`config.mk`:
```
export PLATFORM = sky130hd
export DESIGN_NAME = sum_accumulator
export DESIGN_NICKNAME = d
export VERILOG_FILES = /design/src/rtl/sum_accumulator.sv
export SDC_FILE = /design/constraint.sdc
export NUM_CORES = 1
export LEC_CHECK = 0
export ABC_AREA = 1
export ABC_CLOCK_PERIOD_IN_PS = 1700
export CELL_PAD_IN_SITES_DETAIL_PLACEMENT = 0
export CELL_PAD_IN_SITES_GLOBAL_PLACEMENT = 2
export CORE_MARGIN = 5
export CORE_UTILIZATION = 24
export DETAILED_ROUTE_END_ITERATION = 6
export PLACE_DENSITY = 0.84
export SYNTH_ARGS = -nofsm -noshare
export SYNTH_HDL_FRONTEND = slang
export SYNTH_SLANG_ARGS = --single-unit
```
`constraint.sdc`:
```
create_clock -name clk -period 1.7 [get_ports clk]
set_input_delay 0.34 -clock clk [delete_from_list [all_inputs] [get_ports clk]]
set_output_delay 0.34 -clock clk [all_outputs]
set_load 0.005 [all_outputs]
```
`src/rtl/sum_accumulator.sv`:
```
// Accumulates 5-bit adder results ({OvfIn,SumIn}) into an 8-bit group total.
// Groups end on SumLast. The result is held until the consumer acknowledges it.
module sum_accumulator (
  input  logic       clk,
  input  logic       rst,
  input  logic [3:0] SumIn,
  input  logic       OvfIn,
  input  logic       SumValid,
  input  logic       SumLast,
  output logic       SumReady,
  input  logic       ResAck,
  output logic [7:0] Total,
  output logic [3:0] Count,
  output logic       Sticky,
  output logic       ResValid,
  output logic       Done
);

  localparam logic [1:0] IDLE  = 2'd0;
  localparam logic [1:0] ACCUM = 2'd1;
  localparam logic [1:0] HOLD  = 2'd2;

  logic [1:0] state;
  logic [1:0] nextState;
  logic       transfer;
  logic [7:0] operand;
  logic [8:0] sumWide;

  assign operand  = {3'b000, OvfIn, SumIn};
  assign sumWide  = {1'b0, Total} + {1'b0, operand};
  assign SumReady = !rst && (state != HOLD);
  assign transfer = SumValid && SumReady;
  assign ResValid = (state == HOLD);

  always_comb begin
    nextState = state;
    case (state)
      IDLE, ACCUM: begin
        if (transfer) begin
          nextState = SumLast ? HOLD : ACCUM;
        end
      end
      HOLD: begin
        if (ResAck) begin
          nextState = IDLE;
        end
      end
      default: nextState = IDLE;
    endcase
  end

  // The first operand of a group seeds the registers; later ones add with wrap tracking.
  always_ff @(posedge clk) begin
    if (rst) begin
      state  <= IDLE;
      Total  <= 8'd0;
      Count  <= 4'd0;
      Sticky <= 1'b0;
      Done   <= 1'b0;
    end else begin
      state <= nextState;
      Done  <= (nextState == HOLD) && (state != HOLD);
      if (transfer && (state == IDLE)) begin
        Total  <= operand;
        Count  <= 4'd1;
        Sticky <= 1'b0;
      end else if (transfer && (state == ACCUM)) begin
        Total  <= sumWide[7:0];
        Sticky <= Sticky | sumWide[8];
        Count  <= (Count == 4'hF) ? Count : Count + 4'd1;
      end
    end
  end

endmodule

```
==> Flow_metrics.wiki <==
{| class="wikitable"
! Metric !! Value
|-
| Run status || finished clean
|-
| Net switching fraction of the power || 0.290
|-
| Final period demand of the worst path || 1620 ps
|-
| Initial standard-cell utilization of the core || 0.253
|-
| Yosys top cell area share || 0.338
|-
| Setup total negative slack || 0 ps
|-
| Clock insertion delay at the later pin of the skew report || 260 ps
|-
| Logic pwr share || 0.274
|-
| Setup WS pre-CTS || -414 ps
|-
| Root Buffer Master || clkbuf_8
|-
| Dominant combinational cell family by area after synthesis || simple AND/OR/NAND/NOR gates
|-
| Transition at the pin with the smallest max-transition slack || 259 ps
|-
| Final Net Count || 209
|-
| Number of inserted diodes || 0
|-
| Sort of element at the start of the critical path || flip-flop
|-
| Part of the total power dissipated in the clock network || 0.335
|-
| Number of antenna violations at the first check in global routing || 0
|-
| Number of global-route vias before repair || 1023
|-
| Primary flip-flop cell chosen by synthesis mapping || dfxtp_1
|-
| Static power due to leakage || 0.000687 uW
|-
| Part of the total power dissipated in sequential elements || 0.391
|-
| # H-tree levels || 1
|-
| Flip-flop and latch count after synthesis || 16
|-
| TritonCTS clock tree || built
|-
| Clock tree buffer depth || 2
|-
| Number of DRC markers in iteration 0 || 38
|-
| Avg Inst Size Synth || 6.63 um^2
|-
| Core Region || 3740 um^2
|-
| Footprint of the multi-input gates || 592 um^2
|-
| Pin count of the biggest net entering global routing || 10
|-
| Class of the most critical setup path || flip-flop to primary output
|-
| Worst slew margin relative to its limit || 0.827
|-
| Total count of hold-check failures in the final report || 0
|-
| Category of cells accounting for the largest share of critical-path delay || buffers and inverters
|-
| Die boundary width || 72.9 um
|-
| Post-synthesis adder-cell area fraction || 0.100
|-
| Launch instance of the worst min-delay path || SumIn[0]
|-
| Xor and xnor area share after synthesis || 0.0185
|-
| Share of layout cells above drive strength 1 || 0.225
|-
| Number of enable-type register cells in the synthesized netlist || 0
|-
| Register Area || 320 um^2
|-
| Path class of the lowest-slack min-delay path || input pin to flip-flop
|-
| Setup slack of the most critical reg-to-reg path || 170 ps
|-
| Complex-gate fraction of the synthesized area || 0.136
|-
| Site Rows || 22
|-
| Clock sink count || 16
|-
| Relative area change from synthesis to final layout || 57.9%
|-
| Yosys warns || 0
|-
| First drt pass iteration count || 6
|-
| Register clock-pin slew on the reported worst setup and hold paths || 70 ps
|-
| Global-route wire length before repair || 4440 um
|-
| Highest fanout seen on the critical path || 4
|-
| Port buffer count || 25
|-
| Die Height || 72.9 um
|-
| Maximum ir drop on the vdd rail || 0.348 mV
|-
| Hold-fix buffers at CTS || 0
|-
| CTS Buf Count || 3
|-
| Number of max-slew violations in the final report || 0
|-
| Final critical-path share of the clock period || 0.950
|-
| Boundary pin count || 26
|-
| Worst path bufs/invs || 3
|-
| Critical path data arrival time || 1280 ps
|-
| Area of the die || 5310 um^2
|-
| Post-Syn Area || 948 um^2
|-
| Hold endpoint || Total[0]
|-
| Max-Cap Viols || 0
|-
| Internal power contribution || 754 uW
|-
| Most area-hungry cell type in the Yosys netlist || dfxtp_1
|-
| RePlAce Congestion || 0.842
|-
| Vias || 1043
|-
| Reg2reg start || Total[0]
|-
| Portion of the post-synthesis area used by sequential elements || 0.338
|-
| Sum of routed wire length over all layers || 2610 um
|-
| Library cell with the highest instance count after synthesis || nand2_1
|-
| Detail-routed via count per cell || 4.36
|-
| Share of synthesized flip-flops with an asynchronous set or reset || 0
|-
| All-Layer GR Usage || 0.104
|-
| Setup repair after global routing missed its margin || no
|-
| Count of final setup violators || 0
|-
| Slowest library cell on the worst path || clkdlybuf4s50_1
|-
| Required time worst endpoint || 1360 ps
|-
| Main area contributors after synthesis || dfxtp_1 (34%), nand2_1 (17%), a21oi_1 (7.9%)
|-
| Worst setup skew after layout || 4.40 ps
|-
| Routed length per placed instance || 10.9 um
|-
| Most frequent cells after synthesis || nand2_1 (44), dfxtp_1 (16), a21oi_1 (15)
|-
| Worst Hold Path Cells || 3
|-
| Ratio of total power to cell area || 709 nW/um^2
|-
| Fill count || 433
|-
| Post-synthesis simple-gate area fraction || 0.332
|-
| Cells on worst reg2reg path || 8
|-
| Post-Synthesis Cells || 143
|-
| Unique masters post-synth || 17
|-
| Endpoint of the lowest-slack register-to-register path || Total[6]
|-
| Post-detail-place hpwl || 2130 um
|-
| Net switching power of the design || 307 uW
|-
| DRC || 0
|-
| Syn Nets || 160
|-
| Antenna-violating nets left || 0
|-
| Global route overflow || 0
|-
| Post-route worst setup slack || 84.4 ps
|-
| Mux share of post-synthesis cell area || 0
|-
| Highest attainable clock frequency || 0.619 GHz
|-
| Maximum single-stage delay on the critical path || 500 ps
|-
| Ordered list of cells on the worst path || inv_4, nand2_2, inv_2, clkdlybuf4s50_1
|-
| Endpoint class of the critical path || primary output
|}
cell usage in the layout, fill, tap and decap left out, types with 2 or more instances in the layout:
cell type,instances
a21boi_1,2
nand2_1,42
nor2_1,11
dfxtp_1,16
ha_1,4
buf_4,19
a21oi_2,2
inv_2,4
nor2_2,5
o21ai_1,3
ha_2,2
o21ai_0,3
clkdlybuf4s50_1,22
nand3_2,3
xor2_1,2
nand3_1,10
nand2_2,2
clkbuf_8,4
inv_1,14
dlymetal6s2s_1,2
a21oi_1,13
power by group through the flow:
stage / clock [uW] / combinational (uW) / sequential [uW]
floorplan: 0 / 130 / 424
global placement: 0 / 275 / 422
detailed placement: 0 / 274 / 423
CTS: 362 / 278 / 416
global route: 381 / 326 / 419
finish: 356 / 291 / 416
worst max path at each step:
stage	cells past startpoint	end	slack (ps)	from
final	4	ResValid	80	state[0]
after global routing	9	Total[5]	20	SumIn[2]
after floorplan	8	Total[6]	170	SumIn[0]
after global placement	9	Total[6]	-350	SumIn[0]
after CTS	9	Total[6]	-30	SumIn[0]
after detailed placement	9	Total[6]	-410	SumIn[0]
routing by layer:
layer	up-vias	GRT usage	wire (um)
met2	21	0.164	1180
met4	0	0.0410	31
met5	-	0	0
met3	5	0.0275	112
met1	461	0.135	1290
li1	556	-	-
what timing repair did:
item / CTS / global route
buffers inserted: 0 / 3
setup endpoints to repair: 6 / 6
pin swaps: 1 / 2
resized for setup: 5 / 9
gates cloned: 0 / 0
tightest hold or removal path, cell delays in order:
cell            delay, ps
dlymetal6s2s_1        110
a21oi_1                70
a21oi_1               110
through the flow:
step | cell area [um^2] | total power (uW) | cells | utilization | hold WS (ps)
after global routing | 1500 | 1130 | 239 | 0.400 | 462
after CTS | 1440 | 1060 | 236 | 0.385 | 492
after detailed placement | 1380 | 697 | 232 | 0.368 | 480
after floorplan | 948 | 554 | 143 | - | 409
final | 1500 | 1060 | 239 | 0.400 | 413
after global placement | 1380 | 698 | 232 | 0.368 | 476
registers in the layout (all words and copies together), names as in the netlist:
register  count
state         2
Sticky        1
Count         4
Total         8
Done          1
kinds of logic (layout without fill, tap and decap cells):
kind of cell / after synthesis / count (layout)
adder cells (fa/ha/maj): 7 / 7
AO/OA/AOI/OAI: 24 / 24
buffers and inverters: 19 / 67
flip-flops: 16 / 16
XOR/XNOR: 2 / 2
AND/OR/NAND/NOR: 75 / 75
layout make-up:
class / count / share of cell area
Multi-Input combinational cell: 108 / 0.395
Tap cell: 48 / 0.0401
Inverter: 19 / 0.0493
Timing Repair Buffer: 44 / 0.265
Sequential cell: 16 / 0.214
Clock buffer: 4 / 0.0368
No activity file was read; power rests on OpenSTA's default activity.
==> RTL edit 1, RTL diff (same flow settings) <==
Make the reset (`rst`) asynchronous in one clocked block.
--- a/src/rtl/sum_accumulator.sv
+++ b/src/rtl/sum_accumulator.sv
@@ -50,7 +50,7 @@
   end
 
   // The first operand of a group seeds the registers; later ones add with wrap tracking.
-  always_ff @(posedge clk) begin
+  always_ff @(posedge clk or posedge rst) begin
     if (rst) begin
       state  <= IDLE;
       Total  <= 8'd0;
Function: differs if rst is asserted again (counterexample within 4 cycles, from zero or initial values and one cycle with rst high); with rst held inactive, the same outputs for 10 cycles.
==> RTL edit 1 against the unedited design <==
Highest routed layer unchanged; final cell count is 3.3% lower; fmax is 0.38% higher; design area grew 8.7%; setup slack improved by 6.1 ps; synthesized area rose by 15%; routed wire length is 8.4% higher; critical path type is now in2reg; sequential cell count is the same.
Power is not compared: it rests on default switching activity, and its combinational part moved more than twofold at a synthesized area within 25%.
==> RTL edit 1: results (changes against the unedited design) <==
status complete, no violations; post-synthesis mux area share 0% (unchanged); Top delay family on crit path simple AND/OR/NAND/NOR gates; relative slew slack 79.88% (-2.8 points); HP Class in2async; met2 Use GR 17.00% (+0.57 points); Setup Buffers After CTS 2 (+2); largest net degree at the start of global routing 17 (+7); vias in the first global route 1035 (+1.2%); uppermost routed layer met4; Detail Route met2 WL 1433 µm (+21%); Post-Route WL 2828 µm (+8.4%); iteration count of the initial detailed-routing pass 3 (-3); met3 wire length 91 µm (-19%); setup slack, reg-to-reg 130 ps (-40 ps); reg2reg start Total[0]; Syn Nets 151 (-5.6%); post-detail-place hpwl 2136 µm (+0.40%); crit path to Total[5]; met1 Usage GRT 12.09% (-1.4 points); Worst Setup SP SumIn[2]; met3 Use GR 2.108% (-0.65 points); M1 WL 1267 µm (-1.4%); crit path DAT 1750 ps (+470 ps); Adder-Cell Fraction of Synth Area 8.756% (-1.3 points); Worst Clk Skew 2.083 ps (-2.318 ps); nets@finish 197 (-5.7%); post-synthesis xor/xnor area fraction 3.226% (+1.4 points); gr usage total 10.00% (-0.44 points); Final GP Congestion 0.7939 (-5.7%); post-synthesis compound-gate area fraction 11.98% (-1.6 points); Detailed Route Iter0 Violations 39 (+2.6%); most frequent cells after synthesis nand2_1 (32), inv_1 (18), dfrtp_1 (16), nand3_1 (14), nor2_1 (9); R2R cell count 11 (+3); first-pass GRT wire length 4788 µm (+7.8%); critical path's largest stage delay 430 ps (-70 ps); Synth async-reset ratio 100.0% (+100 points); layout cells sized above 1 27.37% (+4.9 points); synth top area cells dfrtp_1 (37%), nand2_1 (11%), ha_1 (6.9%); Reg-to-Reg End Total[6]; top_reg_cell synth dfrtp_1; CTS resizes 8 (+3); Fin Hold WS 467.6 ps (+54.55 ps); total CTS buffers 3 (unchanged); Netlist cell types 28 (+11); sequential fraction of the synthesis area 36.87% (+3.1 points); Vias/cell 4.476 (+2.6%)
[RTL edit 1: cell types whose count changed in the layout (fill, tap and decap cells not counted), moves of 3 or more]
cell	delta
dfrtp_1	+16
dfxtp_1	-16
nand2_1	-14
a21oi_1	-9
nor2_2	-4
nor2_4	+4
dlygate4sd2_1	+3
inv_1	+3
o21ai_2	+3
[RTL edit 1: metrics by stage]
stage	TNS [ps]	cell area [µm²]	setup WS (ps)	cells	util, %
floorplan	0	1086	115.4	134	-
detailed placement	-2622	1503	-484.3	225	34.28
global placement	-2341	1503	-433.7	225	34.28
finish	0	1628	90.51	231	37.13
CTS	0	1578	16.84	231	35.99
global route	0	1628	15.68	231	37.13
[RTL edit 1: cell type report]
type                    count  area [µm²]
clock buffers               4       55.05
fillers                   470        2756
inverters                  20       77.57
well taps                  52       65.06
repair buffers             42       375.4
multi-input cells          97       654.4
flip-flops and latches     16       400.4
==> RTL edit 2, RTL diff (config.mk and constraints unchanged) <==
Without the edit above. Register the output `Count` once more, without a reset; this adds one clock of latency there. The other outputs are not delayed to match.
--- a/src/rtl/sum_accumulator.sv
+++ b/src/rtl/sum_accumulator.sv
@@ -19,6 +19,8 @@
   localparam logic [1:0] IDLE  = 2'd0;
   localparam logic [1:0] ACCUM = 2'd1;
   localparam logic [1:0] HOLD  = 2'd2;
+
+  logic [3:0] Count_s0;
 
   logic [1:0] state;
   logic [1:0] nextState;
@@ -54,7 +56,7 @@
     if (rst) begin
       state  <= IDLE;
       Total  <= 8'd0;
-      Count  <= 4'd0;
+      Count_s0 <= 4'd0;
       Sticky <= 1'b0;
       Done   <= 1'b0;
     end else begin
@@ -62,15 +64,19 @@
       Done  <= (nextState == HOLD) && (state != HOLD);
       if (transfer && (state == IDLE)) begin
         Total  <= operand;
-        Count  <= 4'd1;
+        Count_s0 <= 4'd1;
         Sticky <= 1'b0;
       end else if (transfer && (state == ACCUM)) begin
         Total  <= sumWide[7:0];
         Sticky <= Sticky | sumWide[8];
-        Count  <= (Count == 4'hF) ? Count : Count + 4'd1;
+        Count_s0 <= (Count_s0 == 4'hF) ? Count_s0 : Count_s0 + 4'd1;
       end
     end
   end
 
+  always_ff @(posedge clk) begin
+    Count <= Count_s0;
+  end
+
 endmodule
 
Behaviour: not the same (a bounded check fails within 4 cycles, from zero or initial values and one cycle with rst high).
==> RTL edit 2 against the unedited design <==
Design area rose by 4.3%; final cell count rose by 0.84%; total power rose by 12%; synthesized cell count rose by 4.9%; critical path type is now in2reg; clock power rose by 35%; critical endpoint is now Total[6]; routed wire length fell by 3.4%; first-iteration DRC count rose by 7.9%; synthesized area rose by 13%; count of clock-buffer cells in the layout fell by 1; setup slack improved by 34 ps; via count fell by 0.96%; sequential cell count rose by 4.
==> RTL edit 2: results (changes against the unedited design) <==
post-detail-place hpwl 1983 µm (-6.8%); iteration count of the initial detailed-routing pass 4 (-2); biggest regs Total: 8 flops, Count: 4 flops, Count_s0: 4 flops; status complete, no violations; DP Area 1459 µm² (+5.8%); Worst Clk Skew 3.650 ps (-0.7512 ps); critical path's largest stage delay 480 ps (-20 ps); mean area per synthesized cell 7.124 µm² (+7.4%); Vias/cell 4.286 (-1.8%); first-pass GRT wire length 4519 µm (+1.7%); maximum vdd drop 386.6 µV (+11%); synth top area cells dfxtp_1 (37%), nand2_1 (15%), ha_1 (7.0%); layout cells sized above 1 20.11% (-2.4 points); gr usage total 9.329% (-1.1 points); initial antenna violation count 0 (unchanged); internal power 0.9057 mW (+20%); most frequent cells after synthesis nand2_1 (42), dfxtp_1 (20), inv_1 (19), nand3_1 (13), nor2_1 (13); Netlist cell types 22 (+5); Detailed Route Iter0 Violations 41 (+7.9%); sequential share of power 42.2% (+3.1 points); HP Class reg2reg; Syn Nets 167 (+4.4%); largest net degree at the start of global routing 13 (+3); pwr dens 758.8 nW/µm² (+7.0%); Critical Path Fanout Max 3 (-1); Final GP Congestion 0.8390 (-0.30%); # fillers 486 (+12%); leak pwr 0.7272 nW (+5.9%); final std cells w/o fill 241 (+0.84%); vias in the first global route 1046 (+2.2%); relative slew slack 83.89% (+1.2 points); nets@finish 207 (-0.96%); Post-Route WL 2520 µm (-3.4%); sequential fraction of the synthesis area 37.47% (+3.7 points)
## RTL edit 2: cell types whose count changed after synthesis, moves of 3 or more
cell and change:
a21oi_1 -6, inv_1 +5, dfxtp_1 +4, nand2_2 +4, nor2_2 -3
## RTL edit 2: cell type report
| class | instances | share of cell area [%] |
|---|---|---|
| well taps | 52 | 4.167 |
| inverters | 27 | 7.372 |
| flip-flops and latches | 20 | 25.96 |
| multi-input cells | 103 | 36.86 |
| clock buffers | 3 | 2.644 |
| repair buffers | 35 | 21.07 |
| clock inverters | 1 | 1.923 |
## RTL edit 2: cell families after synthesis
kind of cell | count (synthesis) | share of synthesized area [%]
simple gates | 80 | 34.08
buf+inv | 27 | 10.77
flops | 20 | 37.47
compound gates | 14 | 7.143
fa+ha+maj | 7 | 8.899
xor+xnor | 2 | 1.640
## RTL edit 2: stage by stage
step | hold WS, ps | setup TNS, ps | total power [mW]
6_report | 385.5 | 0 | 1.185
5_1_grt | 388.7 | 0 | 1.256
3_3_place_gp | 365.1 | -1677 | 0.7125
4_1_cts | 385.0 | 0 | 1.203
2_1_floorplan | 351.0 | 0 | 0.6122
3_5_place_dp | 369.6 | -1777 | 0.7128
## RTL edit 2: repair_timing
item,4_1_cts,5_1_grt
pin swaps,0,1
resized for setup,5,7
setup endpoints to repair,5,8
## RTL edit 2: worst paths after layout
kind / startpoint / to / slack, ps / cells past startpoint
worst max-delay path: SumIn[1] / Total[6] / 120 / 9
worst min-delay path: Count_s0[3] / Count[3] / 390 / 0
worst max register to register: Total[0] / Total[6] / 220 / 9
worst min register to register: Count_s0[3] / Count[3] / 390 / 0
## RTL edit 2: metal layers
layer	GRT usage [%]	vias up	part of all wire, %
met5	0	-	0
met1	11.34	462	48
met4	5.245	0	2.0
met3	2.459	5	4.0
met2	14.77	17	46
li1	-	549	-
